$ cat config.mk
export PLATFORM = sky130hd
export DESIGN_NAME = tick_multiplier_flat
export DESIGN_NICKNAME = d
export VERILOG_FILES = /design/src/rtl/tick_multiplier_pkg.sv /design/src/rtl/tick_multiplier_if.sv /design/src/rtl/tick_multiplier_dda.sv /design/src/rtl/tick_multiplier.sv /design/src/flat_wrapper.sv
export SDC_FILE = /design/constraint.sdc
export NUM_CORES = 1
export LEC_CHECK = 0
export CORE_MARGIN = 2
export CORE_UTILIZATION = 30
export DETAILED_ROUTE_END_ITERATION = 7
export DONT_BUFFER_PORTS = 1
export PLACE_DENSITY = 0.47
export SLEW_MARGIN = 10
export SYNTH_ARGS = -nofsm -noshare
export SYNTH_HDL_FRONTEND = slang
export SYNTH_SLANG_ARGS = --single-unit
$ cat constraint.sdc
create_clock -name CLK -period 6.1 [get_ports CLK]
set_clock_uncertainty 0.2 [all_clocks]
set_input_delay 1.22 -clock CLK [delete_from_list [all_inputs] [get_ports CLK]]
set_output_delay 1.22 -clock CLK [all_outputs]
set_load 0.05 [all_outputs]
$ cat src/rtl/tick_multiplier_pkg.sv
// Shared types and default sizing for the tick rate multiplier.
package tick_multiplier_pkg;

    typedef enum logic [1:0] {
        IDLE    = 2'd0,
        ACQUIRE = 2'd1,
        LOCK    = 2'd2
    } state_e;

    localparam int N_DEF  = 100;
    localparam int CW_DEF = 7;
    localparam int PW_DEF = 24;

endpackage

$ cat src/rtl/tick_multiplier_if.sv
// Tick input and sub-tick/status outputs of the rate multiplier.
interface tick_multiplier_if #(
    parameter int CW = tick_multiplier_pkg::CW_DEF,
    parameter int PW = tick_multiplier_pkg::PW_DEF
);
    logic          TICK_IN;
    logic          OUT;
    logic [CW-1:0] SubCount;
    logic [PW-1:0] Period;
    logic          LOCKED;

    modport master (output TICK_IN, input OUT, SubCount, Period, LOCKED);
    modport slave  (input TICK_IN, output OUT, SubCount, Period, LOCKED);
endinterface

$ cat src/rtl/tick_multiplier_dda.sv
// Accumulator that spreads N sub-ticks across one period; SubCount saturates at N-1.
module tick_dda
    import tick_multiplier_pkg::*;
#(
    parameter int N  = N_DEF,
    parameter int CW = CW_DEF,
    parameter int PW = PW_DEF
) (
    input  logic          clk,
    input  logic          rst_n,
    input  logic          load_i,
    input  logic          step_i,
    input  logic [PW-1:0] period_i,
    output logic          pulse_o,
    output logic [CW-1:0] sub_count_o
);
    // One extra bit: acc < Period and N <= Period, so acc+N < 2*Period.
    logic [PW:0]   acc_q, acc_d, sum;
    logic [CW-1:0] sub_q, sub_d;
    logic          hit, sat;

    assign sum     = acc_q + (PW+1)'(N);
    assign hit     = sum >= {1'b0, period_i};
    assign sat     = sub_q == CW'(N-1);
    assign pulse_o = step_i && hit && !sat;

    always_comb begin
        acc_d = acc_q;
        sub_d = sub_q;
        if (load_i) begin
            acc_d = '0;
            sub_d = '0;
        end else if (step_i) begin
            acc_d = hit ? sum - {1'b0, period_i} : sum;
            if (pulse_o) sub_d = sub_q + 1'b1;
        end
    end

    always_ff @(negedge clk or negedge rst_n) begin
        if (!rst_n) begin
            acc_q <= '0;
            sub_q <= '0;
        end else begin
            acc_q <= acc_d;
            sub_q <= sub_d;
        end
    end

    assign sub_count_o = sub_q;
endmodule

$ cat src/rtl/tick_multiplier.sv
// Measures the input tick period and regenerates N evenly spaced sub-ticks per period.
module tick_multiplier
    import tick_multiplier_pkg::*;
#(
    parameter int N  = N_DEF,
    parameter int CW = CW_DEF,
    parameter int PW = PW_DEF
) (
    input  logic CLK,
    input  logic CLEAR,
    tick_multiplier_if.slave bus
);
    localparam logic [PW-1:0] CNT_MAX = '1;

    state_e        state_q, state_d;
    logic [PW-1:0] cnt_q, cnt_d;
    logic [PW-1:0] period_q, period_d;
    logic          out_q, out_d;
    logic [PW:0]   meas;
    logic          tick, valid, timeout, load, step, pulse;

    assign tick    = bus.TICK_IN;
    assign meas    = {1'b0, cnt_q} + 1'b1;
    assign valid   = meas >= (PW+1)'(N);
    // Timeout fires on the edge where cnt would reach all-ones; a coincident tick wins.
    assign timeout = !tick && (cnt_q == CNT_MAX - 1'b1);
    assign load    = tick && valid && (state_q != IDLE);
    assign step    = (state_q == LOCK) && !tick && !timeout;
    assign cnt_d   = tick ? '0 : (cnt_q == CNT_MAX ? cnt_q : cnt_q + 1'b1);

    always_ff @(negedge CLK or negedge CLEAR) begin
        if (!CLEAR) state_q <= IDLE;
        else        state_q <= state_d;
    end

    always_comb begin
        state_d = state_q;
        case (state_q)
            IDLE:          if (tick) state_d = ACQUIRE;
            ACQUIRE, LOCK: begin
                if (tick)         state_d = valid ? LOCK : ACQUIRE;
                else if (timeout) state_d = IDLE;
            end
            default:       state_d = IDLE;
        endcase
    end

    always_comb begin
        out_d    = load | pulse;
        period_d = period_q;
        if (load)                             period_d = meas[PW-1:0];
        else if (timeout && state_q != IDLE)  period_d = '0;
    end

    always_ff @(negedge CLK or negedge CLEAR) begin
        if (!CLEAR) begin
            cnt_q    <= '0;
            period_q <= '0;
            out_q    <= 1'b0;
        end else begin
            cnt_q    <= cnt_d;
            period_q <= period_d;
            out_q    <= out_d;
        end
    end

    tick_dda #(.N(N), .CW(CW), .PW(PW)) u_dda (
        .clk         (CLK),
        .rst_n       (CLEAR),
        .load_i      (load),
        .step_i      (step),
        .period_i    (period_q),
        .pulse_o     (pulse),
        .sub_count_o (bus.SubCount)
    );

    assign bus.OUT    = out_q;
    assign bus.Period = period_q;
    assign bus.LOCKED = (state_q == LOCK);
endmodule

$ cat src/flat_wrapper.sv
// flat-port wrapper written by rule: the top's interface ports become plain ports
module tick_multiplier_flat import tick_multiplier_pkg::*;
#(
    parameter int N  = N_DEF,
    parameter int CW = CW_DEF,
    parameter int PW = PW_DEF
)
  (CLK, CLEAR, bus_TICK_IN, bus_OUT, bus_SubCount, bus_Period, bus_LOCKED);
  tick_multiplier_if #(.CW(CW), .PW(PW)) bus_i ();
  input  logic CLK;
  input  logic CLEAR;
  input wire logic [$bits(bus_i.TICK_IN)-1:0] bus_TICK_IN;
  output wire logic [$bits(bus_i.OUT)-1:0] bus_OUT;
  output wire logic [$bits(bus_i.SubCount)-1:0] bus_SubCount;
  output wire logic [$bits(bus_i.Period)-1:0] bus_Period;
  output wire logic [$bits(bus_i.LOCKED)-1:0] bus_LOCKED;
  assign bus_i.TICK_IN = bus_TICK_IN;
  assign bus_OUT = bus_i.OUT;
  assign bus_SubCount = bus_i.SubCount;
  assign bus_Period = bus_i.Period;
  assign bus_LOCKED = bus_i.LOCKED;
  tick_multiplier #(.N(N), .CW(CW), .PW(PW)) u_core (.CLK(CLK), .CLEAR(CLEAR), .bus(bus_i));
endmodule
==> run metrics <==
outcome complete, no violations; Row Count between 50 and 60; Area contributors post-synth dfrtn_1 35%, ha_1 6.6%, xnor2_1 5.3%, o21ai_0 5.0%, a21oi_1 4.8%; CTS sink count 83; RSZ-0062 raised after global routing false; Core Region 19400 um2; WL/cell approximately 17 um; placed cell count 940; Max-slew headroom 47.3%; Inserted Clock Buffers 9; hold path start u_core.state_q[0]; Critical Path RT 4680 ps; via count 4950; Synth Register Bits 83; CP Cell Sequence ha_1; Critical Path Slowest Stage Cell ha_1; PortBufs 0; setup TNS 0 ps; Min Hold Slack 281 ps; drt drc 0; number of diodes 0; clock slew at reported path FFs 50 ps; ANT nets after route 0; first-pass GRT wire length 26.6 mm; post_cts resized 0; post-synthesis instance area 5900 um2; CTS Root Cell clkbuf_16; CTS H-Tree Depth 3; Skew-Pair Late Insertion Delay 350 ps; synth unique cells 65; area leader, netlist dfrtn_1; crit-path max FO 4; Synth Area in XOR/XNOR about a tenth; Mapped Nets 736; Crit path depth 1; Max-cap violations 0; max-slew violations 0; YS warnings 0; top-area cell type share of the netlist area a little over a third; PnR Total Power ~0.0033 W; max incr delay on CP 550 ps; fraction of the yosys area taken by sequential cells between 30% and 40%; ys async rst share 100%; DRT iter0 DRCs roughly 300; RR Startpoint u_core.u_dda.acc_q[2]; vias in the first global route 4882; chip height 144 um; Boundary Pins 36; postcts setup bufs 0; Starting Density 30.4%; final setup fails 0; CP Buf/Inv Count 0; cells on worst reg2reg path 16; final std cells w/o fill between 900 and 1000; Avg Inst Size Synth 8.42 um2; largest family of logic cells by synthesized area simple AND/OR/NAND/NOR gates; number of vias per cell 5.19; fraction of the mapped netlist area in simple logic gates around 22%; largest net degree at the start of global routing 84; CTS Hold Bufs 0; Die W roughly 140 um; Worst setup SP type register; pwr dens 509 nW/um2; antenna violations before repair 0; final hold vios 0; fin util around a third; drt pass-1 iters 7; post-synthesis mux area share 0.848%; number of fill cells between 2000 and 2500; worst vdd ir roughly 260 uV; complex-gate fraction of the synthesized area 20.6%; number of enable flip-flop cells after synthesis 0; die area between 20000 and 25000 um2; HP Class reg2reg; Leakage ~2.7 nW; Cells after Synth 701; Critical path origin u_core.state_q[1]; kind of critical path reg2out; actual slew at the worst max-slew pin 783 ps; DP HPWL 12.1 mm; GPL Wtd Cong 0.859; adder-cell share of the synthesized area just under 7%; gr ovfl total 0; CTS max path bufs 2; global-route usage over all layers 16.4%; Post-layout nets about 720; layout cells sized above 1 4.93%; CP top delay family adder cells; most used flip-flop cell after synthesis dfrtn_1; Area Overhead vs Synth 10.0%; hold depth 2; Routed Wire Length 16.0 mm; crit path DAT 4400 ps; CP Capture Type primary output; CTS tree yes
-- stage by stage --
stage | setup WS, ps | instance area, um2
CTS | 260 | 6490
finish | 285 | 6490
global route | 239 | 6490
global placement | 408 | 6160
detailed placement | 401 | 6160
floorplan | 408 | 5900
-- metal layers --
metal  up-vias  global-route usage [%]  wire, um
li1       2503                       -         -
met1      2331                    22.2      7550
met2        89                    25.4      7310
met3        27                    2.48       555
met4         0                    8.12       617
met5         -                       0         0
-- power breakdown --
group	internal (W)	total (W)	switching, W
registers	0.000646	0.000889	0.000243
logic	0.000730	0.00179	0.00106
clock network	0.000396	0.000627	0.000231
total	0.00177	0.00330	0.00153
-- synthesized netlist by cell type (all sizes together) (7+ instances only) --
master / instances
nor3: 13
and2: 9
xor2: 27
a22o: 10
ha: 31
and3: 15
a211oi: 9
a21oi: 56
nand2: 57
dfrtn: 83
buf: 9
xnor2: 36
nor2: 41
nor4: 8
nand4: 15
o21ai: 64
inv: 44
clkbuf: 25
and4: 7
nand3: 56
-- cells in the final DEF, fill, tap and decap left out, drive strengths merged, types with 27 or more instances in the layout --
cell type / instances
a21oi: 56
dfrtn: 83
ha: 31
inv: 44
nand2: 57
nand3: 56
nor2: 41
o21ai: 64
xnor2: 36
xor2: 27
-- cells by family (layout without fill, tap and decap cells) --
family	after synthesis	in the layout
AND/OR/NAND/NOR	247	247
buffers and inverters	78	66
flip-flops	83	83
adder cells (fa/ha/maj)	32	32
AO/OA/AOI/OAI	193	193
multiplexers	5	5
XOR/XNOR	63	63
-- sequential cells by signal, indices dropped and copies added (netlist names) --
signal,flops
u_core.state_q,2
u_core.cnt_q,24
u_core.bus.Period,24
u_core.u_dda.sub_count_o,7
u_core.bus.OUT,1
u_core.u_dda.acc_q,25
-- area by class of cell --
type | instances | area, um2 | share of cell area [%]
multi-input cells | 540 | 3510 | 54.2
flip-flops and latches | 83 | 2080 | 32.0
well taps | 265 | 332 | 5.11
clock buffers | 9 | 225 | 3.47
inverters | 44 | 165 | 2.54
clock inverters | 5 | 104 | 1.60
repair buffers | 8 | 72.6 | 1.12
-- worst paths after layout --
check | endpoint | slack [ps]
setup / recovery | bus_LOCKED | 280
hold / removal | u_core.state_q[0] | 280
setup reg to reg | u_core.u_dda.acc_q[15] | 1260
hold reg to reg | u_core.state_q[0] | 280
max in group asynchronous | u_core.bus.Period[19] | 2230
min in group asynchronous | u_core.bus.OUT | 3300
Power figures use the tool's default switching activity.
